### src/rtl/mmio_uart_bridge_if.sv
// CPU memory-stage IO bus and UART byte handshakes for mmio_uart_bridge.
// master: CPU/UART side driving requests and received bytes.
// slave : the bridge.
interface mmio_uart_bridge_if #(
  parameter int unsigned DATA_WIDTH = 32
);
  logic [31:0]           io_addr;
  logic [DATA_WIDTH-1:0] io_wdata;
  logic                  io_we;
  logic                  io_re;
  logic                  inst_retire;
  logic [DATA_WIDTH-1:0] io_rdata;
  logic [7:0]            uart_tx_data;
  logic                  uart_tx_valid;
  logic                  uart_tx_ready;
  logic [7:0]            uart_rx_data;
  logic                  uart_rx_valid;
  logic                  uart_rx_ready;

  modport master (
    output io_addr, io_wdata, io_we, io_re, inst_retire,
    output uart_tx_ready, uart_rx_data, uart_rx_valid,
    input  io_rdata, uart_tx_data, uart_tx_valid, uart_rx_ready
  );

  modport slave (
    input  io_addr, io_wdata, io_we, io_re, inst_retire,
    input  uart_tx_ready, uart_rx_data, uart_rx_valid,
    output io_rdata, uart_tx_data, uart_tx_valid, uart_rx_ready
  );
endinterface

### src/rtl/mmio_uart_bridge.sv
// Memory-mapped IO controller between the CPU memory stage and the UART.
// Owns a one-entry TX holding register, an RX buffer and cycle/instruction
// counters. Load data is registered, one cycle after io_re.
// Build option: MMIO_RX_FIFO_EN selects an RX_FIFO_DEPTH-entry circular FIFO;
// without it the RX buffer is a single holding register.
module mmio_uart_bridge #(
  parameter int unsigned RX_FIFO_DEPTH = 8,
  parameter int unsigned DATA_WIDTH    = 32
) (
  input logic             clk,
  input logic             rst,
  mmio_uart_bridge_if.slave bus
);
  localparam logic [7:0] ADDR_STATUS = 8'h00;
  localparam logic [7:0] ADDR_RXDATA = 8'h04;
  localparam logic [7:0] ADDR_TXDATA = 8'h08;
  localparam logic [7:0] ADDR_CYCLE  = 8'h10;
  localparam logic [7:0] ADDR_INSTR  = 8'h14;
  localparam logic [7:0] ADDR_CNTCLR = 8'h18;

  logic [7:0]            addr;
  logic                  tx_valid_q;
  logic [7:0]            tx_data_q;
  logic [DATA_WIDTH-1:0] rdata_q, rdata_d;
  logic [DATA_WIDTH-1:0] cyc_q, ins_q;
  logic                  rx_avail, rx_ready, rx_push, rx_pop;
  logic [7:0]            rx_head;
  logic                  tx_load, cnt_clr;
  logic                  unused_bits;

  assign addr        = bus.io_addr[7:0];
  assign unused_bits = ^{bus.io_addr[31:8], bus.io_wdata[DATA_WIDTH-1:8]};

  // Request decode: pops only from a non-empty buffer, TX loads only when free.
  always_comb begin
    tx_load = bus.io_we && (addr == ADDR_TXDATA) && !tx_valid_q;
    cnt_clr = bus.io_we && (addr == ADDR_CNTCLR);
    rx_pop  = bus.io_re && (addr == ADDR_RXDATA) && rx_avail;
    rx_push = bus.uart_rx_valid && rx_ready;
  end

`ifdef MMIO_RX_FIFO_EN
  localparam int unsigned PTR_W = $clog2(RX_FIFO_DEPTH);
  localparam logic [PTR_W:0] FULL_CNT = (PTR_W+1)'(RX_FIFO_DEPTH);

  logic [7:0]       mem_q [RX_FIFO_DEPTH];
  logic [PTR_W-1:0] wr_ptr_q, rd_ptr_q;
  logic [PTR_W:0]   count_q;

  assign rx_avail = (count_q != '0);
  assign rx_ready = (count_q != FULL_CNT);
  assign rx_head  = mem_q[rd_ptr_q];

  // FIFO storage; no reset needed, occupancy is tracked by count_q.
  always_ff @(posedge clk) begin
    if (!rst && rx_push) mem_q[wr_ptr_q] <= bus.uart_rx_data;
  end

  // FIFO pointers and occupancy; simultaneous push and pop leave count unchanged.
  always_ff @(posedge clk) begin
    if (rst) begin
      wr_ptr_q <= '0;
      rd_ptr_q <= '0;
      count_q  <= '0;
    end else begin
      if (rx_push) wr_ptr_q <= wr_ptr_q + PTR_W'(1);
      if (rx_pop)  rd_ptr_q <= rd_ptr_q + PTR_W'(1);
      case ({rx_push, rx_pop})
        2'b10:   count_q <= count_q + (PTR_W+1)'(1);
        2'b01:   count_q <= count_q - (PTR_W+1)'(1);
        default: count_q <= count_q;
      endcase
    end
  end
`else
  localparam int unsigned rx_depth_unused = RX_FIFO_DEPTH;

  logic       rx_valid_q;
  logic [7:0] rx_hold_q;

  assign rx_avail = rx_valid_q;
  assign rx_ready = !rx_valid_q;
  assign rx_head  = rx_hold_q;

  // Single holding register; push and pop can never coincide since ready = !valid.
  always_ff @(posedge clk) begin
    if (rst) begin
      rx_valid_q <= 1'b0;
      rx_hold_q  <= '0;
    end else if (rx_push) begin
      rx_valid_q <= 1'b1;
      rx_hold_q  <= bus.uart_rx_data;
    end else if (rx_pop) begin
      rx_valid_q <= 1'b0;
    end
  end
`endif

  // Load data mux from pre-update state; holds when no load is requested.
  always_comb begin
    rdata_d = rdata_q;
    if (bus.io_re) begin
      case (addr)
        ADDR_STATUS: rdata_d = {{(DATA_WIDTH-2){1'b0}}, rx_avail, !tx_valid_q};
        ADDR_RXDATA: rdata_d = rx_avail ? {{(DATA_WIDTH-8){1'b0}}, rx_head} : '0;
        ADDR_CYCLE:  rdata_d = cyc_q;
        ADDR_INSTR:  rdata_d = ins_q;
        default:     rdata_d = '0;
      endcase
    end
  end

  // Registered load data.
  always_ff @(posedge clk) begin
    if (rst) rdata_q <= '0;
    else     rdata_q <= rdata_d;
  end

  // TX holding register; a write while busy is dropped even on handshake.
  always_ff @(posedge clk) begin
    if (rst) begin
      tx_valid_q <= 1'b0;
      tx_data_q  <= '0;
    end else if (tx_valid_q && bus.uart_tx_ready) begin
      tx_valid_q <= 1'b0;
    end else if (tx_load) begin
      tx_valid_q <= 1'b1;
      tx_data_q  <= bus.io_wdata[7:0];
    end
  end

  // Free-running cycle and retire counters; a clear discards that cycle's increment.
  always_ff @(posedge clk) begin
    if (rst || cnt_clr) begin
      cyc_q <= '0;
      ins_q <= '0;
    end else begin
      cyc_q <= cyc_q + DATA_WIDTH'(1);
      if (bus.inst_retire) ins_q <= ins_q + DATA_WIDTH'(1);
    end
  end

  assign bus.io_rdata      = rdata_q;
  assign bus.uart_tx_data  = tx_data_q;
  assign bus.uart_tx_valid = tx_valid_q;
  assign bus.uart_rx_ready = rx_ready;
endmodule

### src/flat_wrapper.sv
// flat-port wrapper written by rule: the top's interface ports become plain ports
module mmio_uart_bridge_flat 
#(
  parameter int unsigned RX_FIFO_DEPTH = 8,
  parameter int unsigned DATA_WIDTH    = 32
)
  (clk, rst, bus_io_addr, bus_io_wdata, bus_io_we, bus_io_re, bus_inst_retire, bus_uart_tx_ready, bus_uart_rx_data, bus_uart_rx_valid, bus_io_rdata, bus_uart_tx_data, bus_uart_tx_valid, bus_uart_rx_ready);
  mmio_uart_bridge_if #(.DATA_WIDTH(DATA_WIDTH)) bus_i ();
  input logic clk;
  input logic rst;
  input wire logic [$bits(bus_i.io_addr)-1:0] bus_io_addr;
  input wire logic [$bits(bus_i.io_wdata)-1:0] bus_io_wdata;
  input wire logic [$bits(bus_i.io_we)-1:0] bus_io_we;
  input wire logic [$bits(bus_i.io_re)-1:0] bus_io_re;
  input wire logic [$bits(bus_i.inst_retire)-1:0] bus_inst_retire;
  input wire logic [$bits(bus_i.uart_tx_ready)-1:0] bus_uart_tx_ready;
  input wire logic [$bits(bus_i.uart_rx_data)-1:0] bus_uart_rx_data;
  input wire logic [$bits(bus_i.uart_rx_valid)-1:0] bus_uart_rx_valid;
  output wire logic [$bits(bus_i.io_rdata)-1:0] bus_io_rdata;
  output wire logic [$bits(bus_i.uart_tx_data)-1:0] bus_uart_tx_data;
  output wire logic [$bits(bus_i.uart_tx_valid)-1:0] bus_uart_tx_valid;
  output wire logic [$bits(bus_i.uart_rx_ready)-1:0] bus_uart_rx_ready;
  assign bus_i.io_addr = bus_io_addr;
  assign bus_i.io_wdata = bus_io_wdata;
  assign bus_i.io_we = bus_io_we;
  assign bus_i.io_re = bus_io_re;
  assign bus_i.inst_retire = bus_inst_retire;
  assign bus_i.uart_tx_ready = bus_uart_tx_ready;
  assign bus_i.uart_rx_data = bus_uart_rx_data;
  assign bus_i.uart_rx_valid = bus_uart_rx_valid;
  assign bus_io_rdata = bus_i.io_rdata;
  assign bus_uart_tx_data = bus_i.uart_tx_data;
  assign bus_uart_tx_valid = bus_i.uart_tx_valid;
  assign bus_uart_rx_ready = bus_i.uart_rx_ready;
  mmio_uart_bridge #(.RX_FIFO_DEPTH(RX_FIFO_DEPTH), .DATA_WIDTH(DATA_WIDTH)) u_core (.clk(clk), .rst(rst), .bus(bus_i));
endmodule
### config.mk
export PLATFORM = sky130hd
export DESIGN_NAME = mmio_uart_bridge_flat
export DESIGN_NICKNAME = d
export VERILOG_FILES = /design/src/rtl/mmio_uart_bridge_if.sv /design/src/rtl/mmio_uart_bridge.sv /design/src/flat_wrapper.sv
export SDC_FILE = /design/constraint.sdc
export NUM_CORES = 1
export LEC_CHECK = 0
export CELL_PAD_IN_SITES_DETAIL_PLACEMENT = 1
export CELL_PAD_IN_SITES_GLOBAL_PLACEMENT = 2
export CORE_MARGIN = 2
export CORE_UTILIZATION = 30
export DETAILED_ROUTE_END_ITERATION = 8
export GPL_ROUTABILITY_DRIVEN = 0
export PLACE_DENSITY_LB_ADDON = 0.05
export SYNTH_ARGS = -nofsm -noshare
export SYNTH_HDL_FRONTEND = slang
export SYNTH_SLANG_ARGS = --single-unit
### constraint.sdc
create_clock -name clk -period 2.6 [get_ports clk]
set_input_delay 0.78 -clock clk [delete_from_list [all_inputs] [get_ports clk]]
set_output_delay 0.78 -clock clk [all_outputs]
set_load 0.05 [all_outputs]
# After elaboration in Yosys (flattened, before gate mapping)
# Cells that the tools add are included.
op_classes:
  mux: 4
  bitwise_logic: 1
  eq_ne: 5
  addsub: 2
  reduce_logical: 14
op_table:
  columns: ["operator", "n"]
  rows:
  - ["one-hot mux 32 bit (4 select lines)", 1]
  - ["adder 32 x 1 -> 32 bit, second input constant", 2]
  - ["== test 8 x 5 -> 1 bit, second input constant", 3]
  - ["== test 8 x 3 -> 1 bit, second input constant", 1]
  - ["== test 8 x 4 -> 1 bit, second input constant", 1]
  - ["logical NOT 8 bit", 1]
  - ["two-way mux 8 bit", 1]
  - ["logical AND 1 bit", 7]
  - ["logical NOT 1 bit", 2]
  - ["two-way mux 1 bit", 2]
  - ["AND reduction 2 bit", 1]
  - ["nonzero test 2 bit", 1]
  - ["OR reduction 2 bit", 1]
  - ["logical OR 1 bit", 1]
  - ["inverter 1 bit", 1]
totals:
  ff_bits: 114
  wordCells: 33
  in_bits: 79

# Depth between registers and ports, before layout
# Gate-level depths: netlist (run 1).
depth:
  ltp_word: 5
  depth_mapped: 7
  ltp_nobuf: 5

# Worst setup path before layout (run 1)
# OpenSTA, ideal clock, no wires.
synth_timing:
  kind: "input to register"
  from: "input port bus_inst_retire"
  to: "register u_core.ins_q[31]"
  cell_stages: 5
  path_slack_ns: 0.282
  setup_time_ns: 0.070
  required_ns: 2.530
  arrival_time_ns: 2.247
  cell_sequence: "buf_4 nand4_1 or4_1 or4_1 a21oi_1"
synth_rtl:
  columns: ["item", "line_no", "rtl"]
  rows:
  - ["start, declared", "flat_wrapper.sv:15", "input wire logic [$bits(bus_i.inst_retire)-1:0] bus_inst_retire;"]
  - ["end signal, assigned", "mmio_uart_bridge.sv:139", "if (bus.inst_retire) ins_q <= ins_q + DATA_WIDTH'(1);"]
  - ["end, declared", "mmio_uart_bridge.sv:25", "logic [DATA_WIDTH-1:0] cyc_q, ins_q;"]

==> results of run 1 <==
==> routing by layer <==
metal | vias up | part of all wire, %
li1 | 2297 | -
met1 | 2249 | 45
met2 | 47 | 52
met3 | 11 | 2.3
met4 | 0 | 0.93
met5 | - | 0
==> logic make-up (layout without fill, tap and decap cells) <==
family	count (synthesis)	count (layout)	share of synthesized area [%]
compound gates	113	113	12.7
fa+ha+maj	2	2	0.485
mux	51	51	9.90
flops	114	114	44.2
simple gates	236	236	24.8
xor+xnor	24	24	4.07
buf+inv	44	139	3.83
==> worst reg2reg max path, cell delays in order (launching register included) <==
cell and delay [ns]:
sky130_fd_sc_hd__dfxtp_1 0.52, sky130_fd_sc_hd__nand4_4 0.21, sky130_fd_sc_hd__or4_1 0.73, sky130_fd_sc_hd__or4_1 0.54
sky130_fd_sc_hd__a21oi_1 0.17
==> metrics by stage <==
stage               area, sq um  setup TNS (ns)  hold WS (ns)  total power [mW]
finish                     6810               0         0.454              4.34
global route               6810               0         0.478              4.51
CTS                        6810               0         0.463              4.41
detailed placement         6220           -1.43         0.452              2.01
global placement           6220           -1.10         0.438              2.01
floorplan                  5160               0         0.425              1.91
==> sequential cells by signal (all words and copies together) (netlist names) <==
signal,cells
u_core.cyc_q,32
u_core.bus.uart_tx_valid,1
u_core.rx_avail,1
u_core.bus.io_rdata,32
u_core.bus.uart_tx_data,8
u_core.rx_head,8
u_core.ins_q,32
==> worst paths after layout <==
| kind | endpoint | depth (start not counted) | slack, ns | start |
|---|---|---|---|---|
| setup / recovery | u_core.ins_q[21]$_SDFFE_PP0P_ | 5 | 0.13 | bus_inst_retire |
| hold / removal | u_core.bus.io_rdata[23]$_SDFFE_PP0P_ | 2 | 0.45 | u_core.bus.io_rdata[23]$_SDFFE_PP0P_ |
| setup reg to reg | u_core.ins_q[21]$_SDFFE_PP0P_ | 4 | 0.36 | u_core.ins_q[4]$_SDFFE_PP0P_ |
| hold reg to reg | u_core.bus.io_rdata[23]$_SDFFE_PP0P_ | 2 | 0.45 | u_core.bus.io_rdata[23]$_SDFFE_PP0P_ |
==> cell usage in the layout, fill, tap and decap left out, drive strengths merged, types with 3 or more instances in the layout <==
| cell type | n |
|---|---|
| or4 | 23 |
| bufinv | 3 |
| a21o | 6 |
| nand3 | 20 |
| clkbuf | 21 |
| nand4 | 30 |
| nand2b | 7 |
| o31ai | 19 |
| xor2 | 14 |
| nor2 | 47 |
| and4 | 10 |
| nand2 | 56 |
| clkdlybuf4s50 | 71 |
| or3 | 13 |
| clkinv | 6 |
| buf | 29 |
| o21ai | 43 |
| nor2b | 3 |
| xnor2 | 10 |
| a21oi | 37 |
| dfxtp | 114 |
| inv | 7 |
| nor3 | 6 |
| and2 | 7 |
| mux2i | 51 |
| nor4 | 7 |
==> area by class of cell <==
type / count / area (sq um) / area share [%]
tap: 220 / 275 / 4.04
timing repair buffer: 100 / 951 / 14.0
inverter: 7 / 26.3 / 0.386
multi-input combinational: 426 / 2680 / 39.4
clock inverter: 11 / 135 / 1.98
clock buffer: 21 / 460 / 6.76
sequential: 114 / 2280 / 33.5
==> power by group through the flow <==
stage,logic (mW),registers [mW],clock network (mW)
after global routing,0.210,1.78,2.52
final,0.192,1.78,2.37
after detailed placement,0.196,1.82,0
after floorplan,0.0995,1.81,0
after global placement,0.192,1.81,0
after CTS,0.197,1.78,2.43
==> metrics.yaml, run 1 <==
run_status: "finished, final reports clean"
power-per-cell-area_nw_per_um2: 637
dp.cells: 867
fin_ws_ns: 0.128
net-switching-power_mw: 0.933
cts.repair_timing.setup_buffer_count: 0
hold_viol_final: 0
worstPathRequired_ns: 2.94
yosys_warnings: 0
total_global_routing_track_utilization_pct: 17.7
final_core_utilization_pct: 40.8
die_y_um: 135
mappedNetlistArea_sq_um: 5160
power.switching_fraction_pct: 21.5
worstPathArrival_ns: 2.81
postSynthCellCount: 584
yosysTopAreaCellShare_pct: 44.2
mappedNetlistNets: 665
tightestPinTransition_ns: 0.708
flow.area_growth_from_synthesis_pct: 32.0
rsz0062_at_grt: "false"
critical_path_fanout_max: 8
detailedPlacementHpwl_um: 11000
postSynth.asyncResetShare_pct: 0
initial_core_util_pct: 30.9
max-clock-path-buffers: 2
max_clock_freq_mhz: 405
syn-mean-instance-area_sq_um: 8.83
power.share.sequential_pct: 41.0
critical_path_buf_inv_count: 1
power.static_leakage_nw: 2.42
detail_route.first_pass.iterations: 4
drt_first_iter_violations: 230
clk_pin_slew_ns: 0.05
core_area_sq_um: 16700
vias: 4604
cts.hold.buffers_added: 0
cell_by_cell_trace_of_the_critical_path: "clkdlybuf4s50_1 > nand4_2 > or4_1 > or4_1 > a21oi_1"
synth_top_area_cell: "sky130_fd_sc_hd__dfxtp_1"
post-synth-top-count-cell: "sky130_fd_sc_hd__dfxtp_1"
netlist_top_cells_area: "sky130_fd_sc_hd__dfxtp_1 (44%), sky130_fd_sc_hd__mux2i_1 (9.9%), sky130_fd_sc_hd__o21ai_0 (4.2%)"
first_pass_grt_wire_length_um: 25100
design.portCount: 121
ant_nets: 0
timing.hold.worst.class: "register to register"
avgViaCountPerCell: 5.12
use_met1_pct: 21.3
synth.yosys.seq_area_share_pct: 44.2
drcViolationCount: 0
setup.worst_path.end_class: "register"
tritoncts: "built"
max-cap-violations: 0
fillerInstances: 1930
max_stage_delay_ns: 0.60
synth-edff-count: 0
die_x_um: 135
finalNetCount: 747
final_min_period_over_clock_period_pct: 95.1
setup_violations: 0
globalRouteOverflowTotal: 0
grt_pass1_vias: 4799
synth_seq_cells: 114
die-area_sq_um: 18300
critical-path-top-cell-by-count: "sky130_fd_sc_hd__or4_1"
largest_net_degree_at_the_start_of_global_routing: 41
clk_root_buffer_cell: "sky130_fd_sc_hd__clkbuf_16"
grt_antenna_before_repair: 0
layout_min_cycle_time_ns: 2.47
total_routed_wirelength_um: 15300
final_instance_count_excl_fillers: 899
htree_levels: 4
rows: 47
finalClockSkew_ns: 0.00755
use_met2_pct: 31.5
antenna_cells_inserted: 0
timing.final.max_slew_violations: 0
power.share.clock_pct: 54.6
vdd_drop_max_mv: 0.429
synth.distinct_cells: 42
post-place-ws_ns: -0.241
critPathTopFamily: "simple AND/OR/NAND/NOR gates"
clkSinkCount: 114
post_cts_resize_count: 0
met3_layer_usage_reported_by_global_route_pct: 4.12
numCtsBuffers: 17
critical_path.startpoint_type: "primary input"
wire_per_inst_um: 17.1
internal-power_mw: 3.41
global_route.peak_usage_layer: "met2"
critical_path_slowest_stage_cell: "sky130_fd_sc_hd__or4_1"
power_frac_comb_pct: 4.4
slew-limit-headroom_pct: 52.6
buffer_ports.inserted: 72
critical_path_class: "primary input to register"
worstSkewPairLatency_ns: 0.41
share_of_layout_cells_above_drive_strength_1_pct: 9.87
synthFlopType: "sky130_fd_sc_hd__dfxtp_1"
synth.cells.most_frequent: "sky130_fd_sc_hd__dfxtp_1 (114), sky130_fd_sc_hd__nand2_1 (56), sky130_fd_sc_hd__mux2i_1 (51)"
Power figures use the tool's default switching activity.
==> inputs of run 2 (changes only) <==
- CTS_BUF_LIST: not set -> sky130_fd_sc_hd__clkbuf_4 sky130_fd_sc_hd__clkbuf_8 sky130_fd_sc_hd__clkbuf_16
- SKIP_CTS_REPAIR_TIMING: not set -> 1
==> run 2 against run 1 <==
  * Combinational power is essentially flat
  * Global-route usage unchanged
  * Highest routed layer unchanged
  * Die area stayed put
==> metrics.yaml, run 2 (synthesis gave the netlist of run 1 again) <==
run_status: "finished, final reports clean"
max_clock_freq_mhz: 405
setup_violations: 0
timing.hold.worst.class: "register to register"
tritoncts: "built"
drt_first_iter_violations: 227
power.static_leakage_nw: 2.43
setup.worst_path.end_class: "register"
reg_to_reg_startpoint: "u_core.ins_q[4]$_SDFFE_PP0P_"
placed_cell_area_sq_um: 6220
fin_ws_ns: 0.130
worstPathArrival_ns: 2.81
power-per-cell-area_nw_per_um2: 640
r2r-end: "u_core.ins_q[21]$_SDFFE_PP0P_"
core_area_sq_um: 16700
regToRegSetupSlack_ns: 0.36
max-cap-violations: 0
grt_antenna_before_repair: 0
hold_path_sink: "u_core.bus.io_rdata[23]$_SDFFE_PP0P_"
die_y_um: 135
multi_input_area_sq_um: 2680
dp.cells: 867
grt_pass1_vias: 4791
timing.final.max_slew_violations: 0
final-seq-area_sq_um: 2280
worstRegToRegCells: 4
final_instance_count_excl_fillers: 899
finalClockSkew_ns: 0.00748
final_min_period_over_clock_period_pct: 95.0
buffer_ports.inserted: 72
flow.area_growth_from_synthesis_pct: 32.2
rows: 47
first_pass_grt_wire_length_um: 25100
die_x_um: 135
fin_area_sq_um: 6820
vdd_drop_max_mv: 0.429
layout_min_cycle_time_ns: 2.47
total_routed_wirelength_um: 15300
htree_levels: 4
launch_point_of_the_worst_hold_path: "u_core.bus.io_rdata[23]$_SDFFE_PP0P_"
design.portCount: 121
clk_root_buffer_cell: "sky130_fd_sc_hd__clkbuf_16"
slew-limit-headroom_pct: 52.3
wire_per_inst_um: 17.1
worstSkewPairLatency_ns: 0.41
post-place-ws_ns: -0.241
drcViolationCount: 0
max-clock-path-buffers: 2
initial_core_util_pct: 30.9
holdWs_ns: 0.454
avgViaCountPerCell: 5.13
rsz0062_at_grt: "false"
worstPathRequired_ns: 2.94
finalNetCount: 747
ant_nets: 0
die-area_sq_um: 18300
hold_viol_final: 0
layout_commonest_cell: "sky130_fd_sc_hd__dfxtp_1"
critical_path_fanout_max: 8
largest_net_degree_at_the_start_of_global_routing: 41
detailedPlacementHpwl_um: 11000
fillerInstances: 1929
share_of_layout_cells_above_drive_strength_1_pct: 10.2
clk_pin_slew_ns: 0.05
clkSinkCount: 114
globalRouteOverflowTotal: 0
tightestPinTransition_ns: 0.712
detail_route.first_pass.iterations: 4
critical_path.startpoint_type: "primary input"
total_global_routing_track_utilization_pct: 17.7
vias: 4616
layout.cells.most_common_list: "sky130_fd_sc_hd__dfxtp_1 (114), sky130_fd_sc_hd__clkdlybuf4s50_1 (71), sky130_fd_sc_hd__nand2_1 (56)"
antenna_cells_inserted: 0
hold-path-cell-count: 2
numCtsBuffers: 17
critical_path_class: "primary input to register"
run 2: cell types whose count changed in the layout (fill, tap and decap cells not counted):
cell | before | now
sky130_fd_sc_hd__clkbuf_1 | 2 | 0
sky130_fd_sc_hd__clkbuf_4 | 0 | 2
run 2: where the power goes:
part	leakage (nW)	switching [mW]	internal, mW
sequential	0.920	0.0143	1.76
combinational	1.21	0.0962	0.0962
clock	0.299	0.824	1.57
run 2: critical path, stage by stage:
cell and delay [ns]:
sky130_fd_sc_hd__clkdlybuf4s50_1 0.56, sky130_fd_sc_hd__nand4_2 0.15, sky130_fd_sc_hd__or4_1 0.60, sky130_fd_sc_hd__or4_1 0.54, sky130_fd_sc_hd__a21oi_1 0.17
run 2: routing by layer:
metal  global-route usage, %  up-vias  share of wire (%)
met5                       0        -                  0
met2                    31.4       52                 52
li1                        -     2299                  -
met3                    4.12       11                2.4
met1                    21.4     2254                 45
met4                    4.75        0               0.93
run 2: how the worst max path moves through the flow:
stage,slack (ns),cells past startpoint,endpoint,from
after floorplan,0.28,5,u_core.ins_q[31]$_SDFFE_PP0P_,bus_inst_retire
after global placement,-0.23,5,u_core.ins_q[31]$_SDFFE_PP0P_,bus_inst_retire
after detailed placement,-0.24,5,u_core.ins_q[31]$_SDFFE_PP0P_,bus_inst_retire
after CTS,0.12,2,bus_uart_rx_ready,u_core.rx_avail$_SDFFE_PP0P_
after global routing,0.03,5,u_core.ins_q[21]$_SDFFE_PP0P_,bus_inst_retire
final,0.13,5,u_core.ins_q[21]$_SDFFE_PP0P_,bus_inst_retire
run 2: cell type report:
cell class              count  share of cell area (%)
repair buffers            100                    13.9
clock inverters            11                    1.98
multi-input cells         426                    39.3
well taps                 220                    4.04
clock buffers              21                    6.86
flip-flops and latches    114                    33.5
inverters                   7                   0.385
run 2: metrics by stage:
stage               util (%)  TNS [ns]  power, mW
floorplan                  -         0       1.91
global placement        37.2     -1.10       2.01
detailed placement      37.2     -1.43       2.01
CTS                     40.8         0       4.43
global route            40.8         0       4.53
finish                  40.8         0       4.36
